==> src/rtl/peak_dpu_br_ctrl_if.sv <==
// ---------------------------------------------------------------------------
// peak_dpu_br_ctrl_if
// Bundle between the branch controller and its neighbours.
//   issue    : br_vld/br_rdy plus the decoded branch and its operands
//   redirect : redirect_vld/redirect_pc/redirect_ack plus the flush pulse
//   link wb  : wb_vld/wb_addr/wb_data/wb_ack
// Modports:
//   master - decoder/fetch/regfile side (drives issue fields and acks)
//   slave  - branch controller side
// ---------------------------------------------------------------------------
interface peak_dpu_br_ctrl_if;
  logic        br_vld;
  logic        br_rdy;
  logic [2:0]  br_op;
  logic [31:0] br_pc;
  logic        br_is_compressed;
  logic [31:0] br_imm;
  logic        br_use_imm;
  logic        br_wr_vld;
  logic [4:0]  br_wr_addr;
  logic [31:0] rs1_data;
  logic [31:0] rs2_data;

  logic        redirect_vld;
  logic [31:0] redirect_pc;
  logic        redirect_ack;
  logic        flush;

  logic        wb_vld;
  logic [4:0]  wb_addr;
  logic [31:0] wb_data;
  logic        wb_ack;

  modport master (
    output br_vld, br_op, br_pc, br_is_compressed, br_imm, br_use_imm,
           br_wr_vld, br_wr_addr, rs1_data, rs2_data, redirect_ack, wb_ack,
    input  br_rdy, redirect_vld, redirect_pc, flush, wb_vld, wb_addr, wb_data
  );

  modport slave (
    input  br_vld, br_op, br_pc, br_is_compressed, br_imm, br_use_imm,
           br_wr_vld, br_wr_addr, rs1_data, rs2_data, redirect_ack, wb_ack,
    output br_rdy, redirect_vld, redirect_pc, flush, wb_vld, wb_addr, wb_data
  );
endinterface

==> src/rtl/peak_dpu_br_ctrl.sv <==
// ---------------------------------------------------------------------------
// peak_dpu_br_ctrl
// Branch execution controller: accepts one decoded branch/jump, resolves the
// condition, then issues a fetch redirect (with a one-cycle flush pulse) and
// a link write-back, each through its own valid/ack handshake. Keeps a
// saturating count of taken redirects.
// Ports:
//   clk, rst_n   - clock, asynchronous active-low reset
//   bus          - issue / redirect / write-back bundle (slave side)
//   kill         - abort: forces IDLE on the next edge, drops all requests
//   cnt_clr      - synchronous clear of taken_cnt (wins over an increment)
//   busy         - state is not IDLE
//   taken_cnt    - saturating count of taken redirects
//   dbg_state_o  - current FSM state (0=IDLE, 1=EXEC, 2=RESP)
//
// Handshakes: a transfer happens on a rising edge where valid and
// ready/ack are both high. br_rdy is the only ready that depends
// combinationally on an input (kill). redirect_vld and wb_vld are registers:
// once raised they hold with a stable payload until their ack is sampled,
// and drop on the following cycle. An ack seen while its valid is low has no
// effect.
// ---------------------------------------------------------------------------
module peak_dpu_br_ctrl #(
  parameter int unsigned RST_PC_W = 32,
  parameter int unsigned CNT_W    = 16
) (
  input  logic               clk,
  input  logic               rst_n,
  peak_dpu_br_ctrl_if.slave  bus,
  input  logic               kill,
  input  logic               cnt_clr,
  output logic               busy,
  output logic [CNT_W-1:0]   taken_cnt,
  output logic [1:0]         dbg_state_o
);

  localparam logic [2:0] OP_JAL  = 3'd0;
  localparam logic [2:0] OP_JALR = 3'd1;
  localparam logic [2:0] OP_BEQ  = 3'd2;
  localparam logic [2:0] OP_BNE  = 3'd3;
  localparam logic [2:0] OP_BLT  = 3'd4;
  localparam logic [2:0] OP_BGE  = 3'd5;
  localparam logic [2:0] OP_BLTU = 3'd6;
  localparam logic [2:0] OP_BGEU = 3'd7;

  localparam logic [RST_PC_W-1:0] ONE  = 1;
  localparam logic [RST_PC_W-1:0] TWO  = 2;
  localparam logic [RST_PC_W-1:0] FOUR = 4;
  localparam logic [CNT_W-1:0]    CNT_ONE = 1;
  localparam logic [CNT_W-1:0]    CNT_MAX = '1;

  typedef enum logic [1:0] {
    S_IDLE = 2'd0,
    S_EXEC = 2'd1,
    S_RESP = 2'd2
  } state_e;

  state_e state_q, state_d;

  // Branch registered at accept
  logic [2:0]          op_q;
  logic [RST_PC_W-1:0] pc_q, imm_q, rs1_q, rs2_q;
  logic                comp_q, use_imm_q, wr_vld_q;
  logic [4:0]          wr_addr_q;

  // Response registers
  logic                redir_vld_q, redir_vld_d;
  logic                wb_vld_q, wb_vld_d;
  logic                flush_q, flush_d;
  logic [RST_PC_W-1:0] redir_pc_q, wb_data_q;
  logic [4:0]          wb_addr_q;
  logic [CNT_W-1:0]    cnt_q, cnt_d;

  logic                accept;
  logic                taken, need_wb, inc;
  logic [RST_PC_W-1:0] target, link, jalr_sum;

  assign accept = bus.br_vld && bus.br_rdy;

  // ---------------- resolve (valid while in EXEC) ----------------
  always_comb begin
    taken = 1'b0;
    case (op_q)
      OP_JAL, OP_JALR: taken = 1'b1;
      OP_BEQ:  taken = (rs1_q == rs2_q);
      OP_BNE:  taken = (rs1_q != rs2_q);
      OP_BLT:  taken = ($signed(rs1_q) <  $signed(rs2_q));
      OP_BGE:  taken = ($signed(rs1_q) >= $signed(rs2_q));
      OP_BLTU: taken = (rs1_q <  rs2_q);
      OP_BGEU: taken = (rs1_q >= rs2_q);
      default: taken = 1'b0;
    endcase
  end

  assign jalr_sum = rs1_q + (use_imm_q ? imm_q : '0);
  assign target   = (op_q == OP_JALR) ? (jalr_sum & ~ONE) : (pc_q + imm_q);
  assign link     = pc_q + (comp_q ? TWO : FOUR);
  assign need_wb  = wr_vld_q && ((op_q == OP_JAL) || (op_q == OP_JALR)) &&
                    (wr_addr_q != 5'd0);

  // ---------------- FSM: state register ----------------
  always_ff @(posedge clk or negedge rst_n) begin
    if (!rst_n) state_q <= S_IDLE;
    else        state_q <= state_d;
  end

  // ---------------- FSM: next state ----------------
  always_comb begin
    state_d = state_q;
    case (state_q)
      S_IDLE: if (accept) state_d = S_EXEC;
      S_EXEC: state_d = (taken || need_wb) ? S_RESP : S_IDLE;
      // Leave once neither request will still be pending next cycle.
      S_RESP: if (!redir_vld_d && !wb_vld_d) state_d = S_IDLE;
      default: state_d = S_IDLE;
    endcase
    if (kill) state_d = S_IDLE;
  end

  // ---------------- FSM: outputs ----------------
  always_comb begin
    bus.br_rdy  = (state_q == S_IDLE) && !kill;
    busy        = (state_q != S_IDLE);
    dbg_state_o = state_q;
  end

  // ---------------- capture on accept ----------------
  always_ff @(posedge clk or negedge rst_n) begin
    if (!rst_n) begin
      op_q      <= 3'd0;
      pc_q      <= '0;
      imm_q     <= '0;
      rs1_q     <= '0;
      rs2_q     <= '0;
      comp_q    <= 1'b0;
      use_imm_q <= 1'b0;
      wr_vld_q  <= 1'b0;
      wr_addr_q <= 5'd0;
    end else if (accept) begin
      op_q      <= bus.br_op;
      pc_q      <= bus.br_pc;
      imm_q     <= bus.br_imm;
      rs1_q     <= bus.rs1_data;
      rs2_q     <= bus.rs2_data;
      comp_q    <= bus.br_is_compressed;
      use_imm_q <= bus.br_use_imm;
      wr_vld_q  <= bus.br_wr_vld;
      wr_addr_q <= bus.br_wr_addr;
    end
  end

  // ---------------- response request next values ----------------
  always_comb begin
    redir_vld_d = redir_vld_q && !bus.redirect_ack;
    wb_vld_d    = wb_vld_q && !bus.wb_ack;
    flush_d     = 1'b0;
    if (state_q == S_EXEC) begin
      redir_vld_d = taken;
      wb_vld_d    = need_wb;
      flush_d     = taken;
    end
    if (kill) begin
      redir_vld_d = 1'b0;
      wb_vld_d    = 1'b0;
      flush_d     = 1'b0;
    end
  end

  always_ff @(posedge clk or negedge rst_n) begin
    if (!rst_n) begin
      redir_vld_q <= 1'b0;
      wb_vld_q    <= 1'b0;
      flush_q     <= 1'b0;
      redir_pc_q  <= '0;
      wb_addr_q   <= 5'd0;
      wb_data_q   <= '0;
    end else begin
      redir_vld_q <= redir_vld_d;
      wb_vld_q    <= wb_vld_d;
      flush_q     <= flush_d;
      // Payloads only load when their request is raised, so they stay
      // stable for the whole life of the request.
      if (state_q == S_EXEC && !kill) begin
        if (taken) redir_pc_q <= target;
        if (need_wb) begin
          wb_addr_q <= wr_addr_q;
          wb_data_q <= link;
        end
      end
    end
  end

  // ---------------- taken-redirect counter ----------------
  // A killed EXEC never reaches RESP, so it is not counted.
  assign inc = (state_q == S_EXEC) && taken && !kill;

  always_comb begin
    cnt_d = cnt_q;
    if (cnt_clr)                       cnt_d = '0;
    else if (inc && (cnt_q != CNT_MAX)) cnt_d = cnt_q + CNT_ONE;
  end

  always_ff @(posedge clk or negedge rst_n) begin
    if (!rst_n) cnt_q <= '0;
    else        cnt_q <= cnt_d;
  end

  assign bus.redirect_vld = redir_vld_q;
  assign bus.redirect_pc  = redir_pc_q;
  assign bus.flush        = flush_q;
  assign bus.wb_vld       = wb_vld_q;
  assign bus.wb_addr      = wb_addr_q;
  assign bus.wb_data      = wb_data_q;
  assign taken_cnt        = cnt_q;

endmodule

==> src/flat_wrapper.sv <==
// flat-port wrapper written by rule: the top's interface ports become plain ports
module peak_dpu_br_ctrl_flat 
#(
  parameter int unsigned RST_PC_W = 32,
  parameter int unsigned CNT_W    = 16
)
  (clk, rst_n, kill, cnt_clr, busy, taken_cnt, dbg_state_o, bus_br_vld, bus_br_op, bus_br_pc, bus_br_is_compressed, bus_br_imm, bus_br_use_imm, bus_br_wr_vld, bus_br_wr_addr, bus_rs1_data, bus_rs2_data, bus_redirect_ack, bus_wb_ack, bus_br_rdy, bus_redirect_vld, bus_redirect_pc, bus_flush, bus_wb_vld, bus_wb_addr, bus_wb_data);
  peak_dpu_br_ctrl_if bus_i ();
  input  logic clk;
  input  logic rst_n;
  input  logic kill;
  input  logic cnt_clr;
  output logic busy;
  output logic [CNT_W-1:0] taken_cnt;
  output logic [1:0] dbg_state_o;
  input wire logic [$bits(bus_i.br_vld)-1:0] bus_br_vld;
  input wire logic [$bits(bus_i.br_op)-1:0] bus_br_op;
  input wire logic [$bits(bus_i.br_pc)-1:0] bus_br_pc;
  input wire logic [$bits(bus_i.br_is_compressed)-1:0] bus_br_is_compressed;
  input wire logic [$bits(bus_i.br_imm)-1:0] bus_br_imm;
  input wire logic [$bits(bus_i.br_use_imm)-1:0] bus_br_use_imm;
  input wire logic [$bits(bus_i.br_wr_vld)-1:0] bus_br_wr_vld;
  input wire logic [$bits(bus_i.br_wr_addr)-1:0] bus_br_wr_addr;
  input wire logic [$bits(bus_i.rs1_data)-1:0] bus_rs1_data;
  input wire logic [$bits(bus_i.rs2_data)-1:0] bus_rs2_data;
  input wire logic [$bits(bus_i.redirect_ack)-1:0] bus_redirect_ack;
  input wire logic [$bits(bus_i.wb_ack)-1:0] bus_wb_ack;
  output wire logic [$bits(bus_i.br_rdy)-1:0] bus_br_rdy;
  output wire logic [$bits(bus_i.redirect_vld)-1:0] bus_redirect_vld;
  output wire logic [$bits(bus_i.redirect_pc)-1:0] bus_redirect_pc;
  output wire logic [$bits(bus_i.flush)-1:0] bus_flush;
  output wire logic [$bits(bus_i.wb_vld)-1:0] bus_wb_vld;
  output wire logic [$bits(bus_i.wb_addr)-1:0] bus_wb_addr;
  output wire logic [$bits(bus_i.wb_data)-1:0] bus_wb_data;
  assign bus_i.br_vld = bus_br_vld;
  assign bus_i.br_op = bus_br_op;
  assign bus_i.br_pc = bus_br_pc;
  assign bus_i.br_is_compressed = bus_br_is_compressed;
  assign bus_i.br_imm = bus_br_imm;
  assign bus_i.br_use_imm = bus_br_use_imm;
  assign bus_i.br_wr_vld = bus_br_wr_vld;
  assign bus_i.br_wr_addr = bus_br_wr_addr;
  assign bus_i.rs1_data = bus_rs1_data;
  assign bus_i.rs2_data = bus_rs2_data;
  assign bus_i.redirect_ack = bus_redirect_ack;
  assign bus_i.wb_ack = bus_wb_ack;
  assign bus_br_rdy = bus_i.br_rdy;
  assign bus_redirect_vld = bus_i.redirect_vld;
  assign bus_redirect_pc = bus_i.redirect_pc;
  assign bus_flush = bus_i.flush;
  assign bus_wb_vld = bus_i.wb_vld;
  assign bus_wb_addr = bus_i.wb_addr;
  assign bus_wb_data = bus_i.wb_data;
  peak_dpu_br_ctrl #(.RST_PC_W(RST_PC_W), .CNT_W(CNT_W)) u_core (.clk(clk), .rst_n(rst_n), .bus(bus_i), .kill(kill), .cnt_clr(cnt_clr), .busy(busy), .taken_cnt(taken_cnt), .dbg_state_o(dbg_state_o));
endmodule
==> config.mk <==
export PLATFORM = sky130hd
export DESIGN_NAME = peak_dpu_br_ctrl_flat
export DESIGN_NICKNAME = d
export VERILOG_FILES = /design/src/rtl/peak_dpu_br_ctrl_if.sv /design/src/rtl/peak_dpu_br_ctrl.sv /design/src/flat_wrapper.sv
export SDC_FILE = /design/constraint.sdc
export NUM_CORES = 1
export LEC_CHECK = 0
export BUFFER_PORTS_ARGS = -buffer_cell sky130_fd_sc_hd__buf_2
export CAP_MARGIN = 30
export CORE_ASPECT_RATIO = 1.75
export CORE_MARGIN = 4
export CORE_UTILIZATION = 50
export DETAILED_ROUTE_END_ITERATION = 10
export PLACE_DENSITY = 0.73
export SLEW_MARGIN = 20
export SYNTH_ARGS = -nofsm -noshare
export SYNTH_HDL_FRONTEND = slang
export SYNTH_SLANG_ARGS = --single-unit
export TNS_END_PERCENT = 10
==> constraint.sdc <==
create_clock -name clk -period 4.5 [get_ports clk]
set_input_delay 0.45 -clock clk [delete_from_list [all_inputs] [get_ports clk]]
set_output_delay 0.45 -clock clk [all_outputs]
set_load 0.02 [all_outputs]
==> results of run 1 <==
[cell type report]
type	count	area [um^2]
tap	324	405.4
sequential	229	5731
clock buffer	32	638.1
timing repair buffer	249	1319
inverter	54	202.7
multi-input combinational	1043	7308
antenna	7	17.52
clock inverter	8	76.32
fill	2358	10790
[worst min-delay path by stage]
stage	start	to	slack (ns)	cells past startpoint
floorplan	rst_n	u_core.bus.flush$_DFF_PN0_	0.15	0
global placement	rst_n	u_core.rs2_q[24]$_DFFE_PN0P_	0.44	1
detailed placement	rst_n	u_core.rs2_q[24]$_DFFE_PN0P_	0.45	1
CTS	bus_br_imm[1]	u_core.imm_q[1]$_DFFE_PN0P_	0.10	3
global route	bus_br_pc[9]	u_core.pc_q[9]$_DFFE_PN0P_	0.12	3
finish	bus_br_pc[9]	u_core.pc_q[9]$_DFFE_PN0P_	0.11	3
[per-stage QoR]
step | hold WS (ns) | area (um^2) | total power [W] | instances
2_1_floorplan | 0.1544 | 13410 | 0.005905 | 1376
3_3_place_gp | 0.4398 | 14940 | 0.007112 | 1896
3_5_place_dp | 0.4450 | 14950 | 0.007210 | 1897
4_1_cts | 0.1001 | 15680 | 0.009112 | 1938
5_1_grt | 0.1187 | 15700 | 0.009685 | 1946
6_report | 0.1102 | 15700 | 0.009060 | 1946
[layer usage]
layer	part of all wire, %	global-route usage (%)
met1	34	25.52
met2	56	47.86
met3	3.5	2.708
met4	6.2	15.40
met5	0	0
[layout by cell type, fill, tap and decap left out, types with 4 or more instances in the layout]
master / instances
and3_1: 21
ha_1: 96
clkbuf_16: 22
and2_1: 36
diode_2: 7
mux2_2: 110
o31ai_1: 10
buf_2: 237
or3_1: 6
o31a_1: 5
a211o_1: 6
nand2_1: 155
nor2b_1: 13
buf_4: 7
clkbuf_1: 5
o21ai_0: 126
o211a_1: 4
a21o_1: 38
xor2_1: 42
mux2i_1: 4
clkbuf_8: 5
a211oi_1: 8
a21oi_1: 80
nor2_1: 69
dfrtp_1: 229
nor3_1: 20
o21a_1: 10
nand2b_1: 13
nand3_1: 35
xnor2_1: 48
a31oi_1: 12
inv_1: 54
nand4_1: 17
clkinv_2: 6
o211ai_1: 7
[where the power goes]
group	switching (W)	internal (W)
logic	0.00233	0.00171
registers	0.000516	0.00263
clock network	0.000825	0.00105
[state kept, by name, summed over array words and instances (netlist names), 3 cells and up]
register                flops
u_core.bus.redirect_pc     32
u_core.bus.wb_addr          5
u_core.bus.wb_data         32
u_core.imm_q               32
u_core.op_q                 3
u_core.pc_q                32
u_core.rs1_q               32
u_core.rs2_q               32
u_core.taken_cnt           16
u_core.wr_addr_q            5
[worst max-delay path, delay by kind of cell (launching register included)]
family	cells	cell delay [ns]
compound gates	8	1.81
buf+inv	1	0.24
xor+xnor	1	0.12
simple gates	2	0.29
flops	1	0.46
fa+ha+maj	1	0.37
[cell families (layout without fill, tap and decap cells)]
group	count (synthesis)	count (layout)	synth area share (%)
simple gates	405	405	14.50
fa+ha+maj	99	99	9.402
flops	229	229	42.72
compound gates	335	335	15.04
buf+inv	104	343	2.938
mux	114	114	9.533
other cells	0	7	0
xor+xnor	90	90	5.876
==> reports/qor.yml, run 1 <==
run_status:
  status: "complete, no violations"
global_routing:
  grt_usage_pct: 24.88
  antenna_found_initial: 7
  grt_max_degree: 179
  grt_pass1_wl_um: 58640
  grt.overflow.total: 0
  grt_pass1_vias: 11470
setup_path:
  critPathMaxFanout: 25
  r2r_start: "u_core.use_imm_q$_DFFE_PN0P_"
  start_kind: "register"
  cpPeakStageDelay_ns: 0.46
  end_kind: "register"
  crit_type: "register to register"
  critPathLaunch: "u_core.use_imm_q$_DFFE_PN0P_"
  regToRegSetupSlack_ns: 1.11
  crit_path_end: "u_core.bus.redirect_pc[31]$_DFFE_PN0P_"
  cp_cell_sequence: "buf_4, and2_1, ha_1, nand3_1, a211oi_1, a31oi_1, o21ai_1, a31oi_1, o31ai_1, a22oi_1, a211o_1, xnor2_1, o31ai_1"
  rr_endpoint: "u_core.bus.redirect_pc[31]$_DFFE_PN0P_"
  slowest_stage: "dfrtp_1"
  r2r_cells: 13
  required_ns: 4.92
  cp.arrival_ns: 3.81
run:
  max-cap-violations: 0
logic_synthesis:
  async_reset_ff_share_pct: 100.0
  ys_ff_latch: 229
  yosys_warnings: 0
  ys_types: 60
  syn_area_um2: 13410
  yosys-top-cells-area: "dfrtp_1 (43%), mux2_2 (9.2%), ha_1 (9.0%)"
  ys_seq_area_share_pct: 42.72
  synth_edf_count: 0
  yosys.cell_count.top_type: "dfrtp_1"
  syn_area_per_cell_um2: 9.749
  synth_commonest_cells: "dfrtp_1 (229), nand2_1 (155), o21ai_0 (127), mux2_2 (110), ha_1 (96)"
  synthFlopType: "dfrtp_1"
  netlist.area_leader.share_pct: 42.72
  synth.net_count: 1621
  synthCells: 1376
  synth_largest_area_cell: "dfrtp_1"
power:
  powerDensity_nw_per_um2: 577.2
  power.static_leakage_nw: 7.575
  ir_worst_vdd_uv: 450.2
drt:
  viasPerCell: 5.669
  drt-wirelength-per-cell_um: 19.19
  vias: 11031
  ant_nets: 0
  wl_um: 37340
  drc: 0
  drtIter0Drc: 591
  dr.pass1.iters: 6
place:
  hpwlAfterDp_um: 28900
  pre_cts_slack_ns: 1.156
  port_buffers: 237
  gp_congestion: 0.9432
floorplanning:
  initial_utilization_pct: 50.64
  die_width_um: 131.8
  dieArea_um2: 29620
  rows: 79
  ios: 238
  die_h_um: 224.7
  core_um2: 26490
clocking:
  h-tree-depth: 1
  clk_path_buf_depth: 3
  clkLatencyLatePin_ns: 0.54
  postCtsSetupRepairBufs: 0
  cts.clk_slew.worst_paths_ns: 0.07
  cts-root-buf: "clkbuf_16"
  cts_tree: "built"
  cts_hold_buffers: 1
  cts.sinks: 229
  cts_buffers: 22
  cts_resized: 0
timing:
  grt_setup_unrepaired: "no"
  worstMarginPinSlew_ns: 0.9779
  timing.fmax_mhz: 295.0
  setup_viol: 0
  postLayoutSetupSlackWorst_ns: 1.110
  finalHoldViolations: 0
  drv_slew: 0
  clock-skew-final_ns: 0.02533
  period_share_pct: 75.34
  finalSetupTns_ns: 0
  slew_headroom_pct: 34.81
  fin_crit_ns: 3.390
min_path:
  hold_class: "input pin to register"
layout:
  area_delta_synth_final_pct: 17.02
  fin_nets: 1844
  drive_gt1_share_pct: 24.95
  fin_util_pct: 59.26
Power figures use the tool's default switching activity.
==> run 2, diff against run 1 <==
==> constraint.sdc (replaced) <==
create_clock -name clk -period 3.5 [get_ports clk]
set_input_delay 0.35 -clock clk [delete_from_list [all_inputs] [get_ports clk]]
set_output_delay 0.35 -clock clk [all_outputs]
set_load 0.02 [all_outputs]
==> run 2 against run 1 <==
Against the previous run: final area grew 1.4%; critical path type unchanged; core utilization grew 0.85 points; first-iteration DRC count grew 20%; routed wire length grew 0.50%; non-clock buffer count grew 6; hold slack lost 0.090 ns; power grew 33%; clock power grew 47%; via count shrank 0.21%.
==> reports/qor.yml, run 2 (synthesis results as in run 1) <==
run_status:
  status: "complete, no violations"
clocking:
  cts-root-buf: "clkbuf_16"
  h-tree-depth: 1  # unchanged
  cts.clk_slew.worst_paths_ns: 0.07  # about the same
  cts_buffers: 23  # +4.5%
  clk_path_buf_depth: 3  # unchanged
  cts_tree: "built"
  cts.sinks: 229  # unchanged
  clkLatencyLatePin_ns: 0.53  # about the same
timing:
  clock-skew-final_ns: 0.01396  # -0.01138 ns
  slew_headroom_pct: 32.77  # -2.0 points
  timing.fmax_mhz: 302.3  # +2.5%
  drv_slew: 0  # unchanged
  finalHoldViolations: 0  # unchanged
  postLayoutSetupSlackWorst_ns: 0.1919  # -0.9179 ns
  fin_crit_ns: 3.308  # -0.08206 ns
  grt_setup_unrepaired: "no"
  fin_hold_ws_ns: 0.01978  # -0.09039 ns
  worstMarginPinSlew_ns: 1.008  # +0.03056 ns
  finalSetupTns_ns: 0  # unchanged
  setup_viol: 0  # unchanged
  period_share_pct: 94.52  # +19 points
layout:
  fillers: 2295  # -2.7%
  layout_common_cells: "buf_2 (236), dfrtp_1 (229), nand2_1 (155)"
  drive_gt1_share_pct: 25.82  # +0.86 points
  multi_input_area_um2: 7333  # +0.34%
  fin_nets: 1851  # +0.38%
  final_common_cell: "buf_2"
  area_delta_synth_final_pct: 18.71
  final-seq-area_um2: 5731  # unchanged
power:
  power.static_leakage_nw: 7.680  # +1.4%
  powerDensity_nw_per_um2: 754.7  # +31%
  ir_worst_vdd_uv: 495.1  # +10%
global_routing:
  grt_max_degree: 119  # -34%
  grt_pass1_wl_um: 58700  # +0.11%
  grt_pass1_vias: 11488  # +0.16%
  grt.overflow.total: 0  # unchanged
  antenna_found_initial: 4  # -3
  grt_usage_pct: 24.88  # about the same
drt:
  drt-wirelength-per-cell_um: 19.23  # +0.24%
  vias: 11008  # -0.21%
  wl_um: 37520  # +0.50%
  ant_nets: 0  # unchanged
  dr.pass1.iters: 5  # -1
  drc: 0  # unchanged
  viasPerCell: 5.642  # -0.46%
  drtIter0Drc: 709  # +20%
setup_path:
  end_kind: "register"
  crit_top_cell: "a21oi_1"
  cp.arrival_ns: 3.76  # -0.05 ns
  critPathMaxFanout: 10  # -60%
  rr_endpoint: "u_core.taken_cnt[7]$_DFFE_PN0P_"
  cp_num_buf_inv: 0  # -1
  cp_cell_sequence: "ha_1, nor2b_1, o211ai_1, a21oi_1, o311ai_0, nand4_1, mux2i_1, nand3_2, or2_1, or4_1, a21oi_1"
  slowest_stage: "or4_1"
  regToRegSetupSlack_ns: 0.19  # -0.92 ns
  r2r_start: "u_core.rs1_q[1]$_DFFE_PN0P_"
  r2r_cells: 11  # -2
  start_kind: "register"
  cpPeakStageDelay_ns: 0.50  # +0.04 ns
  crit_type: "register to register"
  required_ns: 3.95  # -0.97 ns
  cp_top_family: "simple AND/OR/NAND/NOR gates"
floorplanning:
  die_width_um: 131.8  # unchanged
  die_h_um: 224.7  # unchanged
  ios: 238  # unchanged
  core_um2: 26490  # unchanged
  rows: 79  # unchanged
  dieArea_um2: 29620  # unchanged
  initial_utilization_pct: 50.64  # unchanged
min_path:
  hold_start: "bus_br_is_compressed"
  hold_end: "u_core.comp_q$_DFFE_PN0P_"
  hold_class: "input pin to register"
  whs_path_depth: 3  # unchanged
place:
  port_buffers: 237  # unchanged
  hpwlAfterDp_um: 29110  # +0.73%
  gp_congestion: 0.8868  # -6.0%
  pre_cts_slack_ns: 0.1662  # -0.9893 ns
run:
  max-cap-violations: 0  # unchanged
-- run 2: cell count changes in the layout (fill, tap and decap cells not counted), moves of 2 or more --
cell,change
a211oi_1,-2
a211oi_2,+2
buf_12,+2
buf_4,+4
bufinv_16,+4
clkbuf_1,-3
diode_2,-3
-- run 2: cell type report --
| type | count | area share [%] |
|---|---|---|
| Tap cell | 324 | 2.546 |
| Multi-Input combinational cell | 1043 | 46.05 |
| Clock inverter | 13 | 1.234 |
| Clock buffer | 29 | 4.007 |
| Antenna cell | 4 | 0.06286 |
| Timing Repair Buffer | 255 | 8.839 |
| Sequential cell | 229 | 35.99 |
| Inverter | 54 | 1.273 |
-- run 2: worst max path at each step --
| stage | start | to | slack (ns) | cells past startpoint |
|---|---|---|---|---|
| finish | u_core.rs1_q[1]$_DFFE_PN0P_ | u_core.taken_cnt[7]$_DFFE_PN0P_ | 0.19 | 11 |
| global route | u_core.rs1_q[21]$_DFFE_PN0P_ | u_core.taken_cnt[7]$_DFFE_PN0P_ | 0.002 | 11 |
| CTS | u_core.use_imm_q$_DFFE_PN0P_ | u_core.bus.redirect_pc[31]$_DFFE_PN0P_ | 0.15 | 13 |
| detailed placement | u_core.use_imm_q$_DFFE_PN0P_ | u_core.bus.redirect_pc[31]$_DFFE_PN0P_ | 0.17 | 13 |
| global placement | u_core.rs1_q[23]$_DFFE_PN0P_ | u_core.taken_cnt[7]$_DFFE_PN0P_ | 0.28 | 11 |
| floorplan | u_core.use_imm_q$_DFFE_PN0P_ | u_core.bus.redirect_pc[28]$_DFFE_PN0P_ | 0.39 | 13 |
-- run 2: worst reg2reg max path, stage by stage, from the launching register on --
cell	delay, ns
dfrtp_1	0.41
ha_1	0.29
nor2b_1	0.13
o211ai_1	0.15
a21oi_1	0.11
o311ai_0	0.48
nand4_1	0.18
mux2i_1	0.29
nand3_2	0.15
or2_1	0.38
or4_1	0.50
a21oi_1	0.16
-- run 2: per-stage QoR --
| stage | power, W | area, um^2 | utilization [%] | instances |
|---|---|---|---|---|
| floorplan | 0.007593 | 13410 | - | 1376 |
| global placement | 0.009158 | 15010 | 56.67 | 1903 |
| detailed placement | 0.009272 | 15040 | 56.78 | 1904 |
| CTS | 0.01207 | 15890 | 59.97 | 1947 |
| global route | 0.01283 | 15920 | 60.11 | 1951 |
| finish | 0.01202 | 15920 | 60.11 | 1951 |
-- run 2: timing repair --
item,in CTS,in global routing
endpoints found under the setup margin,0,5
resized for setup,0,6
hold buffers,1,0
setup buffers,0,0
endpoints found under the hold margin,56,0
-- run 2: where the power goes --
group / total (W) / switching, W / internal [W]
clock: 0.00275 / 0.00109 / 0.00166
combinational: 0.00523 / 0.00301 / 0.00222
sequential: 0.00403 / 0.000648 / 0.00338
-- run 2: layer usage --
layer | wire [um] | track usage [%] | part of all wire (%)
met1 | 12840 | 24.96 | 34
met2 | 21380 | 49.91 | 57
met3 | 1319 | 2.507 | 3.5
met4 | 1982 | 12.82 | 5.3
met5 | 0 | 0 | 0
